$ cat config.mk
export PLATFORM = sky130hd
export DESIGN_NAME = regfile_arbiter
export DESIGN_NICKNAME = d
export VERILOG_FILES = /design/src/rtl/regfile_ctrl_pkg.sv /design/src/rtl/rr_arb2.sv /design/src/rtl/regfile_arbiter.sv
export SDC_FILE = /design/constraint.sdc
export NUM_CORES = 1
export LEC_CHECK = 0
export ABC_AREA = 1
export CAP_MARGIN = 20
export CORE_ASPECT_RATIO = 1.25
export CORE_MARGIN = 10
export CORE_UTILIZATION = 37
export CTS_CLUSTER_DIAMETER = 40
export DETAILED_ROUTE_END_ITERATION = 16
export GPL_TIMING_DRIVEN = 0
export PLACE_DENSITY = 0.83
export SLEW_MARGIN = 15
export SYNTH_ARGS = -nofsm -noshare
export SYNTH_HDL_FRONTEND = slang
export SYNTH_HIERARCHICAL = 1
export SYNTH_SLANG_ARGS = --single-unit
$ cat constraint.sdc
create_clock -name clk -period 2 [get_ports clk]
set_input_delay 0.4 -clock clk [delete_from_list [all_inputs] [get_ports clk]]
set_output_delay 0.4 -clock clk [all_outputs]
set_load 0.02 [all_outputs]
$ cat src/rtl/regfile_ctrl_pkg.sv
// Shared types and constants for the register-file arbiter slice.
package regfile_ctrl_pkg;
  localparam int unsigned DEPTH  = 4;
  localparam int unsigned ADDR_W = 2;
  localparam int unsigned REQ_A  = 0;
  localparam int unsigned REQ_B  = 1;

  typedef enum logic {
    IDLE  = 1'b0,
    CLEAR = 1'b1
  } state_t;
endpackage

$ cat src/rtl/rr_arb2.sv
// Two-way round-robin arbiter: one-hot grant, pointer selects the winner on a tie.
module rr_arb2
  import regfile_ctrl_pkg::*;
(
  input  logic [1:0] req,
  input  logic       en,
  input  logic       ptr,
  output logic [1:0] gnt
);

  always_comb begin
    gnt = '0;
    if (en) begin
      if (req[REQ_A] && req[REQ_B]) begin
        gnt[ptr] = 1'b1;
      end else begin
        gnt = req;
      end
    end
  end

endmodule

$ cat src/rtl/regfile_arbiter.sv
// Arbitrates two requesters onto a 4-entry register file and sequences a hardware clear.
module regfile_arbiter
  import regfile_ctrl_pkg::*;
#(
  parameter int unsigned N = 4
) (
  input  logic              clk,
  input  logic              rst_n,
  input  logic              req_a_valid,
  output logic              req_a_ready,
  input  logic              req_a_we,
  input  logic [ADDR_W-1:0] req_a_addr,
  input  logic [N-1:0]      req_a_wdata,
  output logic              rsp_a_valid,
  output logic [N-1:0]      rsp_a_rdata,
  input  logic              req_b_valid,
  output logic              req_b_ready,
  input  logic              req_b_we,
  input  logic [ADDR_W-1:0] req_b_addr,
  input  logic [N-1:0]      req_b_wdata,
  output logic              rsp_b_valid,
  output logic [N-1:0]      rsp_b_rdata,
  input  logic              clr_start,
  output logic              clr_busy,
  output logic              clr_done,
  output logic              rf_we,
  output logic [ADDR_W-1:0] rf_waddr,
  output logic [N-1:0]      rf_din,
  output logic [ADDR_W-1:0] rf_raddr,
  input  logic [N-1:0]      rf_dout
);

  state_t            state;
  logic [ADDR_W-1:0] clr_cnt;
  logic              ptr;
  logic [1:0]        req;
  logic [1:0]        gnt;
  logic              arb_en;
  logic              rd_a;
  logic              rd_b;

  assign req    = {req_b_valid, req_a_valid};
  // rst_n gates the grant so no handshake or write can slip through while reset is held
  assign arb_en = rst_n && (state == IDLE);

  rr_arb2 u_arb (
    .req (req),
    .en  (arb_en),
    .ptr (ptr),
    .gnt (gnt)
  );

  assign req_a_ready = gnt[REQ_A];
  assign req_b_ready = gnt[REQ_B];
  assign clr_busy    = (state == CLEAR);
  assign rd_a        = gnt[REQ_A] && !req_a_we;
  assign rd_b        = gnt[REQ_B] && !req_b_we;

  always_comb begin
    rf_we    = 1'b0;
    rf_waddr = '0;
    rf_din   = '0;
    rf_raddr = '0;
    if (state == CLEAR) begin
      rf_we    = 1'b1;
      rf_waddr = clr_cnt;
    end else if (gnt[REQ_A]) begin
      if (req_a_we) begin
        rf_we    = 1'b1;
        rf_waddr = req_a_addr;
        rf_din   = req_a_wdata;
      end else begin
        rf_raddr = req_a_addr;
      end
    end else if (gnt[REQ_B]) begin
      if (req_b_we) begin
        rf_we    = 1'b1;
        rf_waddr = req_b_addr;
        rf_din   = req_b_wdata;
      end else begin
        rf_raddr = req_b_addr;
      end
    end
  end

  always_ff @(posedge clk or negedge rst_n) begin
    if (!rst_n) begin
      state       <= IDLE;
      clr_cnt     <= '0;
      ptr         <= 1'(REQ_A);
      rsp_a_valid <= 1'b0;
      rsp_b_valid <= 1'b0;
      rsp_a_rdata <= '0;
      rsp_b_rdata <= '0;
      clr_done    <= 1'b0;
    end else begin
      rsp_a_valid <= rd_a;
      rsp_b_valid <= rd_b;
      if (rd_a) rsp_a_rdata <= rf_dout;
      if (rd_b) rsp_b_rdata <= rf_dout;
      clr_done <= 1'b0;
      if (gnt[REQ_A]) begin
        ptr <= 1'(REQ_B);
      end else if (gnt[REQ_B]) begin
        ptr <= 1'(REQ_A);
      end
      case (state)
        IDLE: begin
          if (clr_start) begin
            state   <= CLEAR;
            clr_cnt <= '0;
          end
        end
        CLEAR: begin
          clr_cnt <= clr_cnt + 1'b1;
          if (clr_cnt == ADDR_W'(DEPTH - 1)) begin
            state    <= IDLE;
            clr_done <= 1'b1;
          end
        end
        default: state <= IDLE;
      endcase
    end
  end

endmodule

# After elaboration in Yosys (flattened, before gate mapping)
# Index checks and enable logic that the tools add are counted.
# word_totals
regBits	15
input_bits	23
# op_classes
n_addsub	1
magnitude_cmp	2
n_eq_ne	2
n_mux	33
bitwise_logic	1
reduce_logical	8
# ops
cell	n
2-bit 2-to-1 mux	13
4-bit 2-to-1 mux	5
1-bit 2-to-1 mux	12
1-bit logical AND	5
2-bit case mux with 2 select lines	1
2-bit by 1-bit adder with 2-bit output (second input constant)	1
2-bit equality test (second input constant)	1
1-bit logical NOT	2
1-bit by 2-bit less-than comparator with 1-bit output (second input constant)	1
2-bit != test (second input constant)	1
1-bit case mux with 2 select lines	1
2-bit nonzero test	1
1-bit demux with 1-bit select	1
1-bit greater-or-equal comparator (second input constant)	1
1-bit inverter	1

# Logic depth before layout (Yosys ltp)
# depth
depth_word	9
ltp_mapped	9
depth_no_buf	9

# Hierarchy
# The synthesis kept the hierarchy.
# by_module_without_submodules
module	n_inst	cells_per_inst	area_each_um2	seq_area_each_um2
regfile_arbiter	1	97	768.2	375.4
rr_arb2	1	5	21.3	0.0

# Least setup slack after synthesis
# OpenSTA, ideal clock, no wires.
# synth_timing
path_type	register to output
startpoint	register state, in the netlist clr_busy
endpoint	output rf_we
arrival_time_ns	2.126
required_time_ns	1.600
path_slack_ns	-0.526
stages_incl_launch_ff	7
path_cell_list	dfrtp_1 > buf_2 > nor2_1 > nand2_1 > a21oi_1 > nand2_1 > o21ai_0
# synth_via
elab_chain_cells	6
# synth_rtl
element	line_no	rtl
start: declaration	regfile_arbiter.sv:33	state_t state;
start signal: assignment	regfile_arbiter.sv:88	state <= IDLE;
start signal: assignment	regfile_arbiter.sv:110	state <= CLEAR;
start signal: assignment	regfile_arbiter.sv:117	state <= IDLE;
1-bit inverter	--	
1-bit logical AND	regfile_arbiter.sv:44	assign arb_en = rst_n && (state == IDLE);
net arb_en	regfile_arbiter.sv:38	logic arb_en;
2-bit 2-to-1 mux	rr_arb2.sv:13	if (en) begin
net req_b_ready	regfile_arbiter.sv:17	output logic req_b_ready,
1-bit 2-to-1 mux	regfile_arbiter.sv:75	end else if (gnt[REQ_B]) begin
1-bit 2-to-1 mux	regfile_arbiter.sv:67	end else if (gnt[REQ_A]) begin
1-bit 2-to-1 mux	regfile_arbiter.sv:64	if (state == CLEAR) begin
end: declaration	regfile_arbiter.sv:26	output logic rf_we,
# The timed path passes the listed nets, and every way through them passes these cells.

# Worst setup path after layout
# layout_timing
startpoint	register state, in the netlist clr_busy
endpoint	output rf_din[3]
# layout_via
elab_chain_cells	6
# layout_rtl
element	line_no	rtl
1-bit inverter (*)	--	
1-bit logical AND (*)	regfile_arbiter.sv:44	
net arb_en	regfile_arbiter.sv:38	
2-bit 2-to-1 mux (*)	rr_arb2.sv:13	
4-bit 2-to-1 mux	regfile_arbiter.sv:75	
4-bit 2-to-1 mux (*)	regfile_arbiter.sv:67	
4-bit 2-to-1 mux (*)	regfile_arbiter.sv:64	
end: declaration	regfile_arbiter.sv:28	output logic [N-1:0] rf_din,
# Mark *: on every way through the listed nets, which the timed path passes. The rest lies on a longest branch.

==> results.md <==
- GRT overflow: 0
- Max Cap Violations: 0
- Startpoint types: flop
- Final Hold Fails: 0
- CP max FO: 4
- Seq/Total Area, Yosys: 0.4754
- DRT iter0 DRCs: 17
- Cell Count, Final, Fillers Out: 179
- Mapped Cells: 102
- Relative max-transition margin: 0.5558
- Mapped cell area: about 800 sq um
- VDD IR-drop max: slightly below 700 uV
- Die footprint: 4393 sq um
- Clock Power Share: 0.108
- Antenna violations before repair: 0
- Combinational Power Share: 0.563
- Status: finished, violations left
- Cell Pwr Density: ~1100 nW/um^2
- Number of buffers created by CTS: 3
- CTS tree: built
- Core area: about 2000 sq um
- Row count: 18
- Yosys reg bits: 15
- Fin nets: between 150 and 200
- Die height: between 70 and 80 um
- Commonest cells after routing, fill and taps aside: clkdlybuf4s50_1, nand2_1, dfrtp_1
- Switching fraction of total power: 0.4150
- Highest Signal Layer: met4
- Final Cycle Share: 1.044
- DRT met1 WL: between 900 and 1000 um
- Hold path start: req_a_we
- Yosys warns: 6
- Wire per inst: between 10 and 15 um
- Critical Path RT: 1.60 ns
- Via-to-Cell Ratio: 4.888
- Share of cells above drive strength 1: 0.3019
- LEAKAGE: 0.6686 nW
- Reg clk slew, reported paths: roughly 0.090 ns
- RSZ-0062 raised after global routing: true
- Initial Utilization: 0.3939
- Area Growth Syn to Fin: 81.14%
- Number of antenna diodes: 0
- Max Buffers Root-to-Sink: 2
- Yosys cell types: 16
- Final Routed Wirelength: between 2000 and 3000 um
- Routability congestion estimate: between 0.7 and 0.8
- Int Power: roughly 0.92 mW
- Met3 WL: 303 um
- Vias in the first global route: roughly 1000
- Reg-to-reg startpoint: clr_busy$_DFF_PN0_
- Ports: 46
- Failing checks: setup timing
- Pin count of the biggest net entering global routing: 16
- Clock Latency Late Sink: about 0.28 ns
- Seq pwr share: 0.329
- First-pass GRT wire length: slightly above 4000 um
- Fin crit period: around 2.1 ns
- Setup crit end kind: output port
- Pre-CTS setup slack: -1.577 ns
- Clk sinks: 15
- Crit path kind: reg -> out
- Root Driver: clkbuf_4
- DP Wirelength: 1998 um
- Min-delay worst type: in -> reg
- Net switching power: approximately 0.65 mW
- Met2 WL: roughly 1300 um
- DRC Markers: 0
- Total track usage: 0.1193
- Via count: about 880
- Synth Area per Inst: 7.740 sq um
- Worst Skew: between 0.009 and 0.01 ns
- Worst path arrival time: approximately 1.7 ns
- Setup TNS: -0.4400 ns
- Syn nets: 126
- Post-Place Cells: 166
- Port-buffer cells: 44
- Worst Setup SP: clr_busy$_DFF_PN0_
- Most common cell after layout, fill and taps aside: clkdlybuf4s50_1
- Chip Width: ~61 um
- Fin worst setup slack: -0.08864 ns
- Final setup viols: 9
- Max Freq: between 400 and 500 MHz
- DRT Pass-1 Iters: 4
- H-tree levels: 1
- Antenna-violating nets left: 0
- Slew @ Worst Pin: around 0.66 ns
- Final slew viol count: 0
-- worst max-delay path: stages (launching register included) --
cell and delay, ns:
dfrtp_2 0.44, nor2_4 0.11, nand2_2 0.07, a21oi_4 0.19
buf_2 0.18, nand3_1 0.09, a21oi_2 0.15, buf_4 0.15
-- power by group through the flow --
stage	Combinational, mW	Clock [mW]	Sequential [mW]
finish	0.887	0.170	0.517
global route	0.969	0.183	0.534
CTS	0.888	0.169	0.517
detailed placement	0.867	0	0.526
global placement	0.849	0	0.517
floorplan	0.359	0	0.634
-- flip-flops by register name, indices dropped and copies added (netlist names) --
name	flops
clr_busy	1
clr_cnt	2
clr_done	1
ptr	1
rsp_a_rdata	4
rsp_a_valid	1
rsp_b_rdata	4
rsp_b_valid	1
-- cells by family (layout without fill, tap and decap cells) --
family,after synthesis,in the layout,synth area share
fa+ha+maj,1,1,0.01585
compound gates,19,19,0.1300
simple gates,48,48,0.2742
buf+inv,19,76,0.1046
flops,15,15,0.4754
-- final timing paths --
path	to	slack (ns)	cells past startpoint
worst min register to register	rsp_a_rdata[3]$_DFFE_PN0P_	0.50	2
min in group asynchronous	rsp_a_valid$_DFF_PN0_	0.66	2
worst max register to register	rsp_b_rdata[1]$_DFFE_PN0P_	0.55	9
worst min-delay path	rsp_a_valid$_DFF_PN0_	0.40	2
max in group asynchronous	clr_busy$_DFF_PN0_	0.87	2
worst max-delay path	rf_din[3]	-0.09	7
-- layout make-up --
| class | instances | area [sq um] |
|---|---|---|
| plain buffers | 3 | 27.53 |
| clock buffers | 3 | 22.52 |
| clock inverters | 1 | 5.005 |
| fillers | 167 | 574.3 |
| inverters | 15 | 58.81 |
| multi-input cells | 68 | 410.4 |
| flip-flops and latches | 15 | 376.6 |
| well taps | 20 | 25.02 |
| repair buffers | 54 | 504.2 |
-- through the flow --
step	total power [mW]	hold WS [ns]	cell area, sq um	util
after floorplan	0.9925	0.1044	869.6	-
after global placement	1.366	0.4671	1335	0.6660
after detailed placement	1.394	0.4830	1335	0.6660
after CTS	1.575	0.3922	1408	0.7022
after global routing	1.686	0.4051	1430	0.7135
final	1.574	0.3992	1430	0.7135
-- repair_timing --
action                                  in CTS  in global routing
cloned                                       0                  1
hold buffers                                 1                  0
endpoints found under the hold margin       15                  0
pin swaps                                    2                  4
endpoints found under the setup margin      21                 10
buffers inserted                             7                  1
resized for setup                           64                  4
-- metal layers --
layer / track usage / vias to the layer above
met1: 0.1161 / 386
met5: 0 / -
li1: - / 441
met3: 0.04762 / 4
met2: 0.2136 / 44
met4: 0.04580 / 0
-- cell usage after synthesis --
master    n  share of area
buf_6     1          0.014
nand3_1   7          0.044
nand4_1   4          0.032
dfrtp_1  15           0.48
inv_1    14          0.067
nor2_4    2          0.029
a21oi_1  12          0.076
a21oi_2   1          0.011
inv_2     1         0.0047
a22o_1    1          0.011
nand2_2   1         0.0079
nand2_1  19          0.090
ha_1      1          0.016
o21ai_0   5          0.032
nor2_1   15          0.071
buf_2     3          0.019
No activity file was read; power rests on OpenSTA's default activity.
